==> src/rtl/rev_gate_runner_if.sv <==
// Program/run bus for rev_gate_runner: program-RAM writes, run control and result.
// The master side is the host that loads gates and starts runs.
interface rev_gate_runner_if #(
  parameter int WIDTH = 8,
  parameter int DEPTH = 16
);
  localparam int IW = $clog2(WIDTH);
  localparam int AW = $clog2(DEPTH);
  localparam int LW = $clog2(DEPTH + 1);

  logic                prog_we;
  logic [AW-1:0]       prog_addr;
  logic [2+3*IW-1:0]   prog_data;
  logic                start;
  logic                dir;
  logic [LW-1:0]       prog_len;
  logic [WIDTH-1:0]    data_in;
  logic                busy;
  logic                done;
  logic [WIDTH-1:0]    data_out;
  logic                err;

  modport master (
    output prog_we, prog_addr, prog_data, start, dir, prog_len, data_in,
    input  busy, done, data_out, err
  );

  modport slave (
    input  prog_we, prog_addr, prog_data, start, dir, prog_len, data_in,
    output busy, done, data_out, err
  );
endinterface

==> src/rtl/rev_gate_runner.sv <==
// Applies a stored program of reversible gates to a register, one gate per clock,
// forward or reverse. Define REV_FREDKIN_EN to enable op 11 (Fredkin); otherwise op 11 is invalid.
module rev_gate_runner #(
  parameter int WIDTH = 8,
  parameter int DEPTH = 16
) (
  input  logic            clk,
  input  logic            rst_n,
  rev_gate_runner_if.slave bus
);
  localparam int IW  = $clog2(WIDTH);
  localparam int AW  = $clog2(DEPTH);
  localparam int LW  = $clog2(DEPTH + 1);
  localparam int PDW = 2 + 3 * IW;

  typedef enum logic [1:0] {IDLE, RUN, DONE} state_t;

  state_t           r_state;
  state_t           w_stateNext;
  logic [PDW-1:0]   r_prog [DEPTH];
  logic [WIDTH-1:0] r_work;
  logic [WIDTH-1:0] r_dataOut;
  logic [AW-1:0]    r_ptr;
  logic [LW-1:0]    r_left;
  logic             r_dir;
  logic             r_err;

  logic [PDW-1:0]   w_gate;
  logic [1:0]       w_op;
  logic [IW-1:0]    w_a;
  logic [IW-1:0]    w_b;
  logic [IW-1:0]    w_t;
  logic             w_aOk;
  logic             w_bOk;
  logic             w_tOk;
  logic [WIDTH-1:0] w_next;
  logic             w_gateErr;
  logic             w_lenOver;
  logic [LW-1:0]    w_len;
  logic             w_lastGate;

  // Program RAM is deliberately not reset; it only accepts writes while idle.
  always_ff @(posedge clk) begin
    if (r_state == IDLE && bus.prog_we) begin
      r_prog[bus.prog_addr] <= bus.prog_data;
    end
  end

  assign w_gate     = r_prog[r_ptr];
  assign w_op       = w_gate[PDW-1 -: 2];
  assign w_a        = w_gate[3*IW-1 -: IW];
  assign w_b        = w_gate[2*IW-1 -: IW];
  assign w_t        = w_gate[IW-1:0];
  assign w_aOk      = (32'(w_a) < WIDTH);
  assign w_bOk      = (32'(w_b) < WIDTH);
  assign w_tOk      = (32'(w_t) < WIDTH);
  assign w_lenOver  = (32'(bus.prog_len) > DEPTH);
  assign w_len      = w_lenOver ? LW'(DEPTH) : bus.prog_len;
  assign w_lastGate = (r_left == LW'(1));

  // One gate evaluated against the working register; invalid gates pass it through unchanged.
  always_comb begin
    w_next    = r_work;
    w_gateErr = 1'b0;
    case (w_op)
      2'b00: begin
        if (!w_tOk) w_gateErr = 1'b1;
        else        w_next[w_t] = ~r_work[w_t];
      end
      2'b01: begin
        if (!w_aOk || !w_tOk || w_a == w_t) w_gateErr = 1'b1;
        else                                w_next[w_t] = r_work[w_t] ^ r_work[w_a];
      end
      2'b10: begin
        if (!w_aOk || !w_bOk || !w_tOk || w_a == w_b || w_a == w_t || w_b == w_t)
          w_gateErr = 1'b1;
        else
          w_next[w_t] = r_work[w_t] ^ (r_work[w_a] & r_work[w_b]);
      end
      default: begin
`ifdef REV_FREDKIN_EN
        if (!w_aOk || !w_bOk || !w_tOk || w_a == w_b || w_a == w_t || w_b == w_t) begin
          w_gateErr = 1'b1;
        end else if (r_work[w_a]) begin
          w_next[w_b] = r_work[w_t];
          w_next[w_t] = r_work[w_b];
        end
`else
        w_gateErr = 1'b1;
`endif
      end
    endcase
  end

  always_comb begin
    w_stateNext = r_state;
    case (r_state)
      IDLE:    if (bus.start) w_stateNext = (w_len == '0) ? DONE : RUN;
      RUN:     if (w_lastGate) w_stateNext = DONE;
      DONE:    w_stateNext = IDLE;
      default: w_stateNext = IDLE;
    endcase
  end

  // Reverse runs start at the last slot; the pointer is frozen on the final gate so it never wraps.
  always_ff @(posedge clk or negedge rst_n) begin
    if (!rst_n) begin
      r_state   <= IDLE;
      r_work    <= '0;
      r_dataOut <= '0;
      r_ptr     <= '0;
      r_left    <= '0;
      r_dir     <= 1'b0;
      r_err     <= 1'b0;
    end else begin
      r_state <= w_stateNext;
      case (r_state)
        IDLE: begin
          if (bus.start) begin
            r_err  <= w_lenOver;
            r_dir  <= bus.dir;
            r_work <= bus.data_in;
            r_left <= w_len;
            r_ptr  <= bus.dir ? AW'(w_len - LW'(1)) : '0;
            if (w_len == '0) r_dataOut <= bus.data_in;
          end
        end
        RUN: begin
          r_work <= w_next;
          r_left <= r_left - LW'(1);
          if (w_gateErr) r_err <= 1'b1;
          if (w_lastGate) r_dataOut <= w_next;
          else            r_ptr <= r_dir ? r_ptr - AW'(1) : r_ptr + AW'(1);
        end
        default: ;
      endcase
    end
  end

  assign bus.busy     = (r_state == RUN);
  assign bus.done     = (r_state == DONE);
  assign bus.data_out = r_dataOut;
  assign bus.err      = r_err;
endmodule

==> src/flat_wrapper.sv <==
// flat-port wrapper written by rule: the top's interface ports become plain ports
module rev_gate_runner_flat 
#(
  parameter int WIDTH = 8,
  parameter int DEPTH = 16
)
  (clk, rst_n, bus_prog_we, bus_prog_addr, bus_prog_data, bus_start, bus_dir, bus_prog_len, bus_data_in, bus_busy, bus_done, bus_data_out, bus_err);
  rev_gate_runner_if #(.WIDTH(WIDTH), .DEPTH(DEPTH)) bus_i ();
  input  logic clk;
  input  logic rst_n;
  input wire logic [$bits(bus_i.prog_we)-1:0] bus_prog_we;
  input wire logic [$bits(bus_i.prog_addr)-1:0] bus_prog_addr;
  input wire logic [$bits(bus_i.prog_data)-1:0] bus_prog_data;
  input wire logic [$bits(bus_i.start)-1:0] bus_start;
  input wire logic [$bits(bus_i.dir)-1:0] bus_dir;
  input wire logic [$bits(bus_i.prog_len)-1:0] bus_prog_len;
  input wire logic [$bits(bus_i.data_in)-1:0] bus_data_in;
  output wire logic [$bits(bus_i.busy)-1:0] bus_busy;
  output wire logic [$bits(bus_i.done)-1:0] bus_done;
  output wire logic [$bits(bus_i.data_out)-1:0] bus_data_out;
  output wire logic [$bits(bus_i.err)-1:0] bus_err;
  assign bus_i.prog_we = bus_prog_we;
  assign bus_i.prog_addr = bus_prog_addr;
  assign bus_i.prog_data = bus_prog_data;
  assign bus_i.start = bus_start;
  assign bus_i.dir = bus_dir;
  assign bus_i.prog_len = bus_prog_len;
  assign bus_i.data_in = bus_data_in;
  assign bus_busy = bus_i.busy;
  assign bus_done = bus_i.done;
  assign bus_data_out = bus_i.data_out;
  assign bus_err = bus_i.err;
  rev_gate_runner #(.WIDTH(WIDTH), .DEPTH(DEPTH)) u_core (.clk(clk), .rst_n(rst_n), .bus(bus_i));
endmodule
==> config.mk <==
export PLATFORM = sky130hd
export DESIGN_NAME = rev_gate_runner_flat
export DESIGN_NICKNAME = d
export VERILOG_FILES = /design/src/rtl/rev_gate_runner_if.sv /design/src/rtl/rev_gate_runner.sv /design/src/flat_wrapper.sv
export SDC_FILE = /design/constraint.sdc
export NUM_CORES = 1
export LEC_CHECK = 0
export CAP_MARGIN = 10
export CORE_UTILIZATION = 50
export CTS_CLUSTER_DIAMETER = 150
export DETAILED_ROUTE_END_ITERATION = 8
export HOLD_SLACK_MARGIN = 0.05
export PLACE_DENSITY_LB_ADDON = 0.12
export SLEW_MARGIN = 20
export SYNTH_ARGS = -nofsm -noshare
export SYNTH_HDL_FRONTEND = slang
export SYNTH_SLANG_ARGS = --single-unit
==> constraint.sdc <==
create_clock -name clk -period 4.25 [get_ports clk]
set_input_delay 0.85 -clock clk [delete_from_list [all_inputs] [get_ports clk]]
set_output_delay 0.85 -clock clk [all_outputs]
set_load 0.005 [all_outputs]
======== Word level (Yosys, flattened, before mapping) ========
Memories as Yosys holds them, arrays and structs flattened.
Cells that the tools add are included.
cells by class
  magnitude comparators ................... 5
  bitwise gates (word level) .............. 4
  $add $sub $neg .......................... 4
  reductions and logical operators ........ 14
  eq/ne operators ......................... 13
  multiplexer cells ....................... 40
operators by type and width
  kind                                                        count
  two-way mux 8 bit                                           6
  case mux 8 bit (2 select lines)                             2
  bitwise mux 8 bit                                           3
  case mux 8 bit (3 select lines)                             1
  two-way mux 4 bit                                           4
  less-than comparator 3 x 4 -> 1 bit, second input constant  3
  two-way mux 1 bit                                           10
  two-way mux 5 bit                                           2
  case mux 5 bit (2 select lines)                             1
  binary-select mux 1 bit (select 3 bit)                      3
  == test 3 bit                                               3
  case mux 4 bit (2 select lines)                             1
  subtractor 4 x 1 -> 4 bit, second input constant            2
  two-way mux 2 bit                                           3
  != test 2 bit, second input constant                        3
  AND reduction 2 bit                                         3
  AND reduction 3 bit                                         2
  == test 5 x 1 -> 1 bit, second input constant               1
  greater-than comparator 5 bit, second input constant        1
  logical NOT 5 bit                                           1
  subtractor 5 x 1 -> 5 bit, second input constant            1
  adder 4 x 1 -> 4 bit, second input constant                 1
  == test 2 x 1 -> 1 bit, second input constant               2
  == test 2 bit, second input constant                        2
  14 further kinds                                            19
storage, ports and cells
  register bits ........................... 29
  logic and storage cells ................. 88
  output and inout port bits .............. 11
  input bits .............................. 33
  bits in writable memories ............... 176
  memories ................................ 1
memory list
  name           depth  width  rd ports  clocked after Yosys merged registers in  wr ports  line                   text
  u_core.r_prog  16     11     1         0                                        1         rev_gate_runner.sv:20  logic [PDW-1:0] r_prog [DEPTH];

======== Depth between registers and ports, before layout ========
Gate-level depths: netlist (run 1).
An unclocked memory read counts as a cell.
  depth in word-level cells ............... 10
  mapped depth ............................ 14

======== Least setup slack after synthesis (run 1) ========
Ideal clock, no wire load.
  kind .................................... register -> register
  start ................................... reg u_core.r_ptr[2]
  end ..................................... reg u_core.r_dataOut[2] (netlist: u_core.bus.data_out[2])
  buffers on the path ..................... 1
  setup slack ............................. 1.023 ns
  data arrival time ....................... 3.099 ns
  required time ........................... 4.122 ns
  stages on the path, launching flop included .. 12
  clock period less this slack ............ 3.227 ns
  cells stage by stage .................... dfrtp_1 -> buf_4 -> mux4_2 -> mux2i_1 -> mux2i_4 -> mux2_1 -> a2bb2o_2 -> or4_1 -> a32oi_2 -> mux2i_2 -> a221oi_2 -> o21ai_1
on the way
  longest elaborated chain between the ends .. 10
RTL lines
  item                                                                               line                                                                 text
  start, declared                                                                    rev_gate_runner.sv:23                                                logic [AW-1:0] r_ptr;
  start signal, assigned                                                             rev_gate_runner.sv:124                                               r_ptr <= bus.dir ? AW'(w_len - LW'(1)) : '0;
  start signal, assigned                                                             rev_gate_runner.sv:133                                               else r_ptr <= r_dir ? r_ptr - AW'(1) : r_ptr + AW'(1);
  memory read (16 x 11 bit) *                                                        n/a
  less-than comparator 3 x 4 -> 1 bit (not written as such) (tied with other cells)  rev_gate_runner.sv:68, rev_gate_runner.sv:72, rev_gate_runner.sv:78
  logical AND 1 bit (not written as such) (tied with other cells)                    rev_gate_runner.sv:68, rev_gate_runner.sv:72, rev_gate_runner.sv:78
  two-way mux 1 bit (not written as such) / AND 1 bit (equally long branches)        rev_gate_runner.sv:68, rev_gate_runner.sv:72, rev_gate_runner.sv:78
  demux 1 bit (select 3 bit) / bitwise XOR 1 bit (equally long branches)             n/a
  bitwise mux 8 bit, on equally long branches                                        rev_gate_runner.sv:78, rev_gate_runner.sv:72
  two-way mux 8 bit, on equally long branches                                        rev_gate_runner.sv:75, rev_gate_runner.sv:71
  case mux 8 bit (3 select lines) *                                                  rev_gate_runner.sv:65                                                case (w_op)
  two-way mux 8 bit *                                                                rev_gate_runner.sv:132                                               if (w_lastGate) r_dataOut <= w_next;
  case mux 8 bit (2 select lines) *                                                  rev_gate_runner.sv:117                                               case (r_state)
  end signal, assigned                                                               rev_gate_runner.sv:125                                               if (w_len == '0) r_dataOut <= bus.data_in;
  end signal, assigned                                                               rev_gate_runner.sv:132
  end, declared                                                                      rev_gate_runner.sv:22                                                logic [WIDTH-1:0] r_dataOut;
Mark *: on every way between the ends. The rest lies on a longest branch, timed or not. The select of a mux whose other input is x is not followed.
A chain may end at the register's enable or synchronous reset.

======== Worst setup path in the final report (run 1) ========
  start ................................... reg u_core.r_ptr[0]
  end ..................................... reg u_core.r_dataOut[2] (netlist: u_core.bus.data_out[2])
Same word-level chain as after synthesis.

==> summary.txt, run 1 <==
Die
  – Row cnt: 49
  – Initial core utilization: 51.7%
  – Chip Width: 139 µm
  – Ports: 44
  – Core box area: 18,100 µm²
  – Full die area: 19,300 µm²
  – Die Y: 139 µm

Global route
  – Initial antenna violation count: 0
  – Grt total ovfl: 0
  – Global-route wire length before repair: 33,700 µm
  – GRT Total Usage: 23.5%
  – Largest net degree at the start of global routing: 25
  – Vias in the first global route: 5,796

Setup path
  – CP most frequent cell: buf_12
  – Crit path max fanout: 17
  – Setup crit end kind: register
  – Slowest CP cell: mux4_1
  – Crit Path Class: reg2reg
  – Data arrival time of the worst path: 4.21 ns
  – Max incr delay on CP: 0.61 ns
  – WP data required: 4.65 ns
  – Crit path cell chain: buf_12, buf_12, mux4_1, a22oi_1, a211oi_1, a2bb2o_2, or4_1, a32oi_2, mux2i_2, a221oi_2, o21ai_1
  – Family with the most delay on the worst path: compound AO/OA/AOI/OAI gates
  – Critical path buffer and inverter count: 2
  – Startpoint Class: register

Final layout
  – Share of cells above drive strength 1: 16.4%
  – Post-layout util: 59.9%
  – Multi-input logic area: 3170 µm²
  – Register area: 6010 µm²
  – Synth-to-Final Area Change: 15.9%
  – Filler Cells Inserted: 1,409
  – Final #Nets: 731
  – Antenna diode count: 0

Yosys
  – Cells after synthesis: 620
  – Yosys warns: 0
  – Top cell type's share of synthesized area: 56.3%
  – Synthesized net count: 659
  – Seq/Total Area, Yosys: 64.1%
  – Post-synthesis cell type count: 75
  – Synth Area in Adders: 0.880%
  – FF+latch count, synth: 205
  – Synth Area in XOR/XNOR: 0.934%
  – Multiplexer share of the synthesized area: 13.3%
  – Synth area leader: edfxtp_1
  – Post-synthesis cell area: 9380 µm²
  – Count leader, synth: edfxtp_1
  – EDFF count, synth: 176
  – Mapped Avg Cell Area: 15.1 µm²
  – Synth Area in Compound Gates: 10.0%
  – Main synth FF type: edfxtp_1
  – Simple-gate portion of the synthesized area: 8.39%
  – FFs w/ async S/R, synth: 14.1%
  – Top post-synthesis cells by area: edfxtp_1 56%, dfrtp_1 7.7%, mux4_2 6.2%
  – Post-synth top cells: 176 x edfxtp_1, 59 x nand2_1, 34 x nor2_1, 29 x dfrtp_1, 28 x mux2i_1
  – Main combinational cell family by area after synthesis: multiplexers

Timing
  – Clk_skew: 0.0103 ns
  – Final period utilization: 89.7%
  – Fmax achieved: 0.262 GHz
  – Slew headroom: 37.4%
  – Max Transition Viols Final: 0
  – Tightest Pin Transition: 0.935 ns
  – Worst setup margin: 0.439 ns
  – TNS Setup: 0 ns
  – Final setup fails: 0
  – Minimum clock period: 3.81 ns
  – RSZ-0062 raised after global routing: false
  – Final hold violation count: 0

Pwr
  – Leak: 3.75 nW
  – Combinational share of power: 46.2%
  – Worst vdd ir: 340 µV
  – Pwr Density: 749 nW/µm²
  – Total power: 8.14 mW
  – Clock power frac: 22.0%
  – Sw Share: 39.1%
  – Sw Pwr: 3.18 mW
  – Internal power: 4.96 mW
  – Reg power frac: 31.7%

CTS
  – CTS sink count: 205
  – Clock slew at reported path FFs: 0.06 ns
  – Post-CTS setup buffer count: 0
  – CTS tree: done
  – CTS Buf Count: 22
  – Clk_lat worst skew: 0.52 ns
  – Clk root buf: clkbuf_16
  – Post-CTS sizing: 0
  – Hold Buf Count CTS: 0
  – CTS Buffer Depth: 3
  – H-tree levels: 1

Route
  – DR iter-0 viols: 365
  – Vias: 5,703
  – Vias/cell: 6.10
  – Post-Route WL: 21,800 µm
  – Antenna violation net count after detailed routing: 0
  – Wire length per cell: 23.3 µm
  – Drt first pass iters: 9
  – DRC errors left: 6

Flow run
  – MaxCap Viol Count: 0

Placed design
  – HPWL Detailed: 15,100 µm
  – Pre-CTS WS: 0.457 ns
  – Gpl congestion: 0.902
  – Port Buffer Count: 43

Worst hold path
  – Hold crit path type: reg2reg

Run status
  – Status: complete, but fails checks
  – Failing checks: DRC
layer usage:
| layer | global-route usage, % | share of wire (%) | vias to the layer above |
|---|---|---|---|
| met3 | 3.69 | 4.8 | 49 |
| met4 | 9.88 | 3.7 | 0 |
| met1 | 30.6 | 42 | 2875 |
| met2 | 39.4 | 49 | 154 |
| li1 | - | - | 2625 |
| met5 | 0 | 0 | - |
metrics by stage:
| step | hold WS, ns | instances | instance area [µm²] |
|---|---|---|---|
| floorplan | 0.473 | 620 | 9380 |
| global placement | 0.470 | 897 | 10200 |
| detailed placement | 0.478 | 897 | 10200 |
| CTS | 0.492 | 935 | 10900 |
| global route | 0.504 | 935 | 10900 |
| finish | 0.484 | 935 | 10900 |
sequential cells by signal, summed over array words and instances (netlist names):
register	count
u_core.r_left	5
u_core.r_work	8
u_core.r_prog	176
u_core.bus.data_out	8
u_core.r_ptr	4
u_core.bus.err	1
u_core.r_dir	1
u_core.r_state	2
logic make-up (layout without fill, tap and decap cells):
kind of cell | count (synthesis) | count (layout)
flip-flops | 205 | 205
AND/OR/NAND/NOR | 163 | 163
AO/OA/AOI/OAI | 126 | 126
buffers and inverters | 38 | 124
XOR/XNOR | 10 | 10
multiplexers | 72 | 72
adder cells (fa/ha/maj) | 6 | 6
layout by cell type, fill, tap and decap left out, types with 6 or more instances in the layout:
cell type / instances
nand3_1: 13
o21ai_0: 23
nor2_1: 34
a211oi_1: 7
clkbuf_16: 22
mux4_1: 11
or3_1: 6
nor2b_1: 6
o21ai_1: 6
mux2i_1: 28
a31oi_1: 15
inv_1: 11
dfrtp_1: 28
buf_4: 27
nand2_1: 59
edfxtp_1: 176
nand4_1: 7
mux4_2: 26
clkdlybuf4s50_1: 43
nor3_1: 6
a21oi_1: 17
clkbuf_1: 6
xnor2_1: 9
final cells by class:
class / count / share of cell area, %
inverters: 14 / 0.483
well taps: 229 / 2.64
repair buffers: 72 / 6.19
clock inverters: 10 / 1.00
multi-input cells: 377 / 29.1
clock buffers: 28 / 5.27
flip-flops and latches: 205 / 55.3
power groups by stage:
stage / Combinational (mW) / Clock [mW] / Sequential, mW
2_1_floorplan: 2.87 / 0 / 2.51
3_3_place_gp: 3.71 / 0 / 2.62
3_5_place_dp: 3.76 / 0 / 2.62
4_1_cts: 3.78 / 1.83 / 2.59
5_1_grt: 4.12 / 1.91 / 2.61
6_report: 3.77 / 1.79 / 2.59
worst reg2reg max path, cell delays in order (launching register included):
cell and delay, ns:
dfrtp_2 0.50, buf_12 0.23, buf_12 0.20, mux4_1 0.61, a22oi_1 0.30, a211oi_1 0.14, a2bb2o_2 0.29, or4_1 0.53
a32oi_2 0.25, mux2i_2 0.20, a221oi_2 0.34, o21ai_1 0.10
path summary, 6_finish.rpt:
path / startpoint / endpoint / slack (ns) / cells past startpoint
setup / recovery: u_core.r_ptr[0] / u_core.bus.data_out[2] / 0.44 / 11
hold / removal: u_core.bus.data_out[0] / u_core.bus.data_out[0] / 0.48 / 2
setup reg to reg: u_core.r_ptr[0] / u_core.bus.data_out[2] / 0.44 / 11
hold reg to reg: u_core.bus.data_out[0] / u_core.bus.data_out[0] / 0.48 / 2
max in group asynchronous: rst_n / u_core.r_ptr[2] / 2.68 / 2
min in group asynchronous: rst_n / u_core.bus.data_out[1] / 0.86 / 1
Note: power is estimated with default switching activity, not from simulation.
==> inputs of run 2 (changes only) <==
--- a/config.mk
+++ b/config.mk
@@ -5,12 +5,13 @@
 export SDC_FILE = /design/constraint.sdc
 export NUM_CORES = 1
 export LEC_CHECK = 0
+export ABC_AREA = 1
 export CAP_MARGIN = 10
 export CORE_UTILIZATION = 50
 export CTS_CLUSTER_DIAMETER = 150
 export DETAILED_ROUTE_END_ITERATION = 8
 export HOLD_SLACK_MARGIN = 0.05
-export PLACE_DENSITY_LB_ADDON = 0.12
+export PLACE_DENSITY = 0.78
 export SLEW_MARGIN = 20
 export SYNTH_ARGS = -nofsm -noshare
 export SYNTH_HDL_FRONTEND = slang
==> run 2 against run 1 <==
  * The flow now finishes without violations
  * Clock power rose by 3%
  * First-iteration DRC count rose by 99%
  * Global-route usage rose by 0.71 points
  * Critical path depth rose by 9
  * Sequential power fell by 3%
  * Total power rose by 14%
  * Sequential share of layout area fell by 3.4 points
  * Core utilization fell by 1.1 points
  * Synthesized cell count rose by 80%
  * Non-clock buffer count did not move
  * Critical path type unchanged
  * Largest cell class unchanged
  * Largest power group unchanged
  * Highest routed layer unchanged
==> summary.txt, run 2 <==
Route
  – M1 wire length: 10,100 µm
  – Wire length per cell: 17.0 µm
  – DRC errors left: 0
  – Vias: 7,864
  – Met3 WL: 1560 µm
  – Wire length on met2: 12,200 µm
  – Antenna violation net count after detailed routing: 0
  – Drt first pass iters: 6
  – Post-Route WL: 24,600 µm
  – Vias/cell: 5.43
  – DR iter-0 viols: 725
  – DR top layer: met4

CTS
  – Post-CTS setup buffer count: 0
  – H-tree levels: 1
  – CTS tree: done
  – Clk_lat worst skew: 0.52 ns
  – Clock slew at reported path FFs: 0.06 ns
  – CTS sink count: 205
  – CTS Buffer Depth: 3
  – Clk root buf: clkbuf_16
  – Hold Buf Count CTS: 0
  – CTS Buf Count: 22
  – Post-CTS sizing: 0

Setup path
  – Crit path max fanout: 50
  – Crit Path Class: reg2reg
  – Startpoint Class: register
  – WP data required: 4.69 ns
  – Worst reg2reg setup slack: 0.77 ns
  – Data arrival time of the worst path: 3.92 ns
  – Setup crit end kind: register

Yosys
  – Main synth FF type: edfxtp_1
  – Post-synthesis cell type count: 41
  – Seq/Total Area, Yosys: 59.1%
  – Top cell type's share of synthesized area: 51.9%
  – Cells after synthesis: 1,114
  – Post-synth top cells: 378 x nand2_1, 176 x edfxtp_1, 122 x nand3_1, 106 x nor2_1, 91 x inv_1
  – Synth area leader: edfxtp_1
  – Post-synthesis cell area: 10,200 µm²
  – EDFF count, synth: 176
  – FF+latch count, synth: 205
  – Yosys warns: 0
  – Top post-synthesis cells by area: edfxtp_1 52%, nand2_1 14%, dfrtp_1 7.1%
  – Mapped Avg Cell Area: 9.13 µm²
  – Count leader, synth: nand2_1
  – FFs w/ async S/R, synth: 14.1%
  – Synthesized net count: 1,153

Worst hold path
  – Hold crit path type: reg2reg

Timing
  – RSZ-0062 raised after global routing: false
  – Slew headroom: 47.1%
  – Final period utilization: 81.8%
  – TNS Setup: 0 ns
  – Final hold violation count: 0
  – Final setup fails: 0
  – Fmax achieved: 0.287 GHz
  – Clk_skew: 0.0269 ns
  – Tightest Pin Transition: 0.791 ns
  – Minimum clock period: 3.48 ns
  – Max Transition Viols Final: 0

Die
  – Full die area: 20,900 µm²
  – Row cnt: 51
  – Core box area: 19,700 µm²
  – Chip Width: 145 µm
  – Die Y: 145 µm
  – Ports: 44
  – Initial core utilization: 51.6%

Final layout
  – Final #Nets: 1,209
  – Share of cells above drive strength 1: 9.47%
  – Post-layout util: 58.8%
  – Synth-to-Final Area Change: 14.0%
  – Final Instance Area: 11,600 µm²
  – Most frequent cells in the layout: 378 x nand2_1, 176 x edfxtp_1, 122 x nand3_1
  – Filler Cells Inserted: 1,612
  – Largest register FFs: 176
  – Commonest non-fill, non-tap cell in the layout: nand2_1
  – Largest reg by FF count: u_core.r_prog
  – Antenna diode count: 0

Global route
  – Vias in the first global route: 7,355
  – Initial antenna violation count: 0
  – Grt total ovfl: 0
  – Largest net degree at the start of global routing: 51
  – GRT Total Usage: 24.2%
  – Global-route wire length before repair: 38,400 µm

Run status
  – Status: finished, final reports clean

Pwr
  – Total power: 9.25 mW
  – Worst vdd ir: 391 µV
  – Pwr Density: 798 nW/µm²
  – Leak: 4.88 nW

Placed design
  – Port Buffer Count: 43
  – Area post-placement: 10,900 µm²
  – Gpl congestion: 0.941
  – HPWL Detailed: 15,700 µm

Flow run
  – MaxCap Viol Count: 0
-- run 2: cell count changes in the layout (fill, tap and decap cells not counted), sizes merged, moves of 8 or more --
cell	before	now
mux4	37	0
mux2i	31	0
a31oi	15	3
nand3	13	132
nor3	10	1
o21ai	29	51
nor2	36	114
inv	13	108
nand2	59	396
o211ai	3	13
a22oi	8	0
-- run 2: area by class of cell --
class                   instances  area, µm²  area share [%]
repair buffers                 72        648            5.59
clock inverters                11        134            1.15
multi-input cells             761       3490            30.1
flip-flops and latches        205       6010            51.9
inverters                     108        413            3.56
well taps                     265        332            2.86
clock buffers                  26        566            4.88
-- run 2: cells by family (layout without fill, tap and decap cells) --
| group | Yosys count | in the layout | synth area share, % |
|---|---|---|---|
| AOI/OAI and AO/OA | 96 | 96 | 5.39 |
| xor gates and xnor gates | 8 | 8 | 0.689 |
| adders and majority gates | 6 | 6 | 0.812 |
| buffers and inverters | 148 | 217 | 6.62 |
| DFF | 205 | 205 | 59.1 |
| and+or+nand+nor | 651 | 651 | 27.4 |
-- run 2: path summary, 6_finish.rpt --
| path | cells after the start | startpoint | endpoint |
|---|---|---|---|
| worst max-delay path | 20 | u_core.r_ptr[0] | u_core.bus.data_out[2] |
| max in group asynchronous | 2 | rst_n | u_core.r_ptr[0] |
| worst min-delay path | 2 | u_core.bus.data_out[1] | u_core.bus.data_out[1] |
| min in group asynchronous | 2 | rst_n | u_core.bus.data_out[6] |
| worst max register to register | 20 | u_core.r_ptr[0] | u_core.bus.data_out[2] |
| worst min register to register | 2 | u_core.bus.data_out[1] | u_core.bus.data_out[1] |
-- run 2: metal layers --
| layer | vias to the layer above | global-route usage, % |
|---|---|---|
| li1 | 3791 | - |
| met1 | 3719 | 31.0 |
| met2 | 304 | 41.2 |
| met3 | 50 | 3.58 |
| met4 | 0 | 9.70 |
| met5 | - | 0 |
-- run 2: power breakdown --
group | switching, mW | internal [mW] | total, mW
clock network | 0.762 | 1.08 | 1.84
registers | 0.151 | 2.36 | 2.51
logic | 3.38 | 1.52 | 4.89
-- run 2: critical path, stage by stage (launching register included) --
cell	delay [ns]
dfrtp_2	0.41
buf_4	0.45
buf_4	0.53
nor2_1	0.10
nor2_1	0.09
o21ai_0	0.10
nand3_1	0.11
nand3_1	0.12
nand2_2	0.16
inv_2	0.09
nand2_1	0.09
nand2_2	0.08
nand3_4	0.12
nand2_1	0.15
a21oi_1	0.26
a21oi_1	0.11
nand2_1	0.11
nand2_1	0.10
nand2_1	0.09
nand2_1	0.05
nand2_1	0.06
-- run 2: through the flow --
step	worst slack, ns	hold WS, ns	instances
2_1_floorplan	1.87	0.472	1114
3_3_place_gp	0.969	0.461	1411
3_5_place_dp	0.942	0.466	1411
4_1_cts	0.892	0.482	1448
5_1_grt	0.450	0.517	1448
6_report	0.771	0.481	1448
==> inputs of run 3 (changes only) <==
--- a/config.mk
+++ b/config.mk
@@ -11,7 +11,7 @@
 export CTS_CLUSTER_DIAMETER = 150
 export DETAILED_ROUTE_END_ITERATION = 8
 export HOLD_SLACK_MARGIN = 0.05
-export PLACE_DENSITY = 0.78
+export PLACE_DENSITY = 0.8
 export SLEW_MARGIN = 20
 export SYNTH_ARGS = -nofsm -noshare
 export SYNTH_HDL_FRONTEND = slang
==> constraint.sdc (replaced) <==
create_clock -name clk -period 2.9 [get_ports clk]
set_input_delay 0.58 -clock clk [delete_from_list [all_inputs] [get_ports clk]]
set_output_delay 0.58 -clock clk [all_outputs]
set_load 0.005 [all_outputs]
==> run 3 against run 2 <==
  * Worst hold slack worse by 0.020 ns
  * Maximum frequency is 26% higher
  * Wire length is 5.1% higher
  * Clock skew is 0.014 ns lower
  * Clock-buffer cell count is 1 lower
  * Clock power is 40% higher
  * Final cell count is 2.3% higher
  * Global-route usage is 0.26 points higher
  * Sequential power is 47% higher
  * First-iteration DRC count is 21% lower
  * Critical path depth is 1 higher
==> summary.txt, run 3 (synthesis results as in run 2) <==
Run status
  – Status: finished, final reports clean

Setup path
  – Crit Path Class: reg2reg
  – Crit path max fanout: 8
  – Worst reg2reg setup slack: 0.13 ns
  – Startpoint Class: register
  – WP data required: 3.30 ns
  – Data arrival time of the worst path: 3.17 ns
  – Setup crit end kind: register

Global route
  – GRT Total Usage: 24.5%
  – Met2 global-route usage: 42.0%
  – GRT met1 Usage: 31.9%
  – Vias in the first global route: 7,458
  – Met3 Use GR: 3.11%
  – Initial antenna violation count: 0
  – Gr busiest metal: met2
  – Largest net degree at the start of global routing: 48
  – Grt total ovfl: 0
  – Global-route wire length before repair: 38,500 µm

Pwr
  – Leak: 5.13 nW
  – Pwr Density: 1200 nW/µm²
  – Worst vdd ir: 615 µV

CTS
  – Hold Buf Count CTS: 0
  – CTS tree: done
  – Clk root buf: clkbuf_16
  – Clk_lat worst skew: 0.51 ns
  – CTS Buffer Depth: 3
  – Clock slew at reported path FFs: 0.07 ns
  – CTS sink count: 205
  – H-tree levels: 1
  – CTS Buf Count: 21

Timing
  – TNS Setup: 0 ns
  – Final setup fails: 0
  – Final hold violation count: 0
  – Worst setup margin: 0.129 ns
  – Tightest Pin Transition: 0.617 ns
  – Max Transition Viols Final: 0
  – Minimum clock period: 2.77 ns
  – Clk_skew: 0.0130 ns
  – RSZ-0062 raised after global routing: true
  – Slew headroom: 58.8%
  – Min Hold Slack: 0.462 ns
  – Fmax achieved: 0.361 GHz
  – Final period utilization: 95.5%

Final layout
  – Non-Filler Instances: 1,481
  – Share of cells above drive strength 1: 13.7%
  – Antenna diode count: 0
  – Commonest non-fill, non-tap cell in the layout: nand2_1
  – Most frequent cells in the layout: 371 x nand2_1, 176 x edfxtp_1, 113 x nand3_1
  – Final #Nets: 1,241
  – Post-layout util: 61.5%
  – Largest register FFs: 176
  – Synth-to-Final Area Change: 19.2%
  – Largest reg by FF count: u_core.r_prog

Route
  – Antenna violation net count after detailed routing: 0
  – Post-Route WL: 25,800 µm
  – Wire length per cell: 17.5 µm
  – DRC errors left: 0
  – Vias: 8,085
  – DR iter-0 viols: 570
  – Drt first pass iters: 5
  – Vias/cell: 5.46

Die
  – Initial core utilization: 51.6%
  – Core box area: 19,700 µm²
  – Full die area: 20,900 µm²
  – Die Y: 145 µm
  – Ports: 44
  – Chip Width: 145 µm
  – Row cnt: 51

Placed design
  – HPWL Detailed: 16,200 µm
  – Pre-CTS WS: 0.0115 ns
  – Port Buffer Count: 43
  – Gpl congestion: 0.977
  – Post-Place Cells: 1,431

Worst hold path
  – Hold crit path type: in2async

Flow run
  – MaxCap Viol Count: 0
run 3: cell count changes in the layout (fill, tap and decap cells not counted), sizes merged:
cell,delta
clkinvlp,+2
nand2,+1
bufinv,-1
buf,+30
clkbuf,+1
run 3: path summary, 6_finish.rpt:
path / cells after the start / startpoint / end
worst min register to register: 2 / u_core.bus.data_out[1] / u_core.bus.data_out[1]
min in group clk: 2 / u_core.bus.data_out[1] / u_core.bus.data_out[1]
worst max register to register: 21 / u_core.r_ptr[0] / u_core.r_work[1]
worst max-delay path: 21 / u_core.r_ptr[0] / u_core.r_work[1]
worst min-delay path: 2 / rst_n / u_core.r_state[1]
max in group asynchronous: 2 / rst_n / u_core.r_ptr[0]
run 3: power by group:
group / internal, mW / leakage [nW] / switching (mW)
registers: 3.46 / 1.94 / 0.237
clock network: 1.45 / 0.318 / 1.12
logic: 2.85 / 2.87 / 5.37
run 3: critical path, cell delays in order, from the launching register on:
cell and delay, ns:
dfrtp_2 0.43, buf_12 0.15, inv_8 0.10, buf_12 0.13, nand2_1 0.07, nand3_1 0.11, nand3_1 0.17, nand3_4 0.17
nand2_4 0.08, buf_4 0.15, xnor2_1 0.19, nand3_2 0.15, nand3_4 0.19, nor2_2 0.06, nor2_1 0.10, nor2_1 0.05
nand2_1 0.06, nand2_1 0.05, nand2_1 0.06, nand2_1 0.08, nand2_1 0.07, nand2_1 0.04
run 3: repair_timing:
item                       CTS  global route
gates cloned                 0             3
setup endpoints to repair    6            17
pin swaps                    0             6
buffers inserted             0            10
hold endpoints to repair     0             0
gates resized for setup      1            39
run 3: through the flow:
| stage | instance area [µm²] | power [mW] |
|---|---|---|
| 2_1_floorplan | 10200 | 9.08 |
| 3_3_place_gp | 11100 | 10.9 |
| 3_5_place_dp | 11100 | 11.0 |
| 4_1_cts | 11800 | 13.6 |
| 5_1_grt | 12100 | 15.5 |
| 6_report | 12100 | 14.5 |
run 3: final cells by class:
type	count	area [µm²]
fillers	1525	7590
clock inverters	12	96.3
clock buffers	25	551
multi-input cells	762	3660
flip-flops and latches	205	6010
inverters	108	423
well taps	265	332
repair buffers	104	1050
run 3: layer usage:
layer	part of all wire (%)	wire length, µm
met1	40	10500
met5	0	0
met2	49	12700
met3	7.4	1920
met4	2.9	748
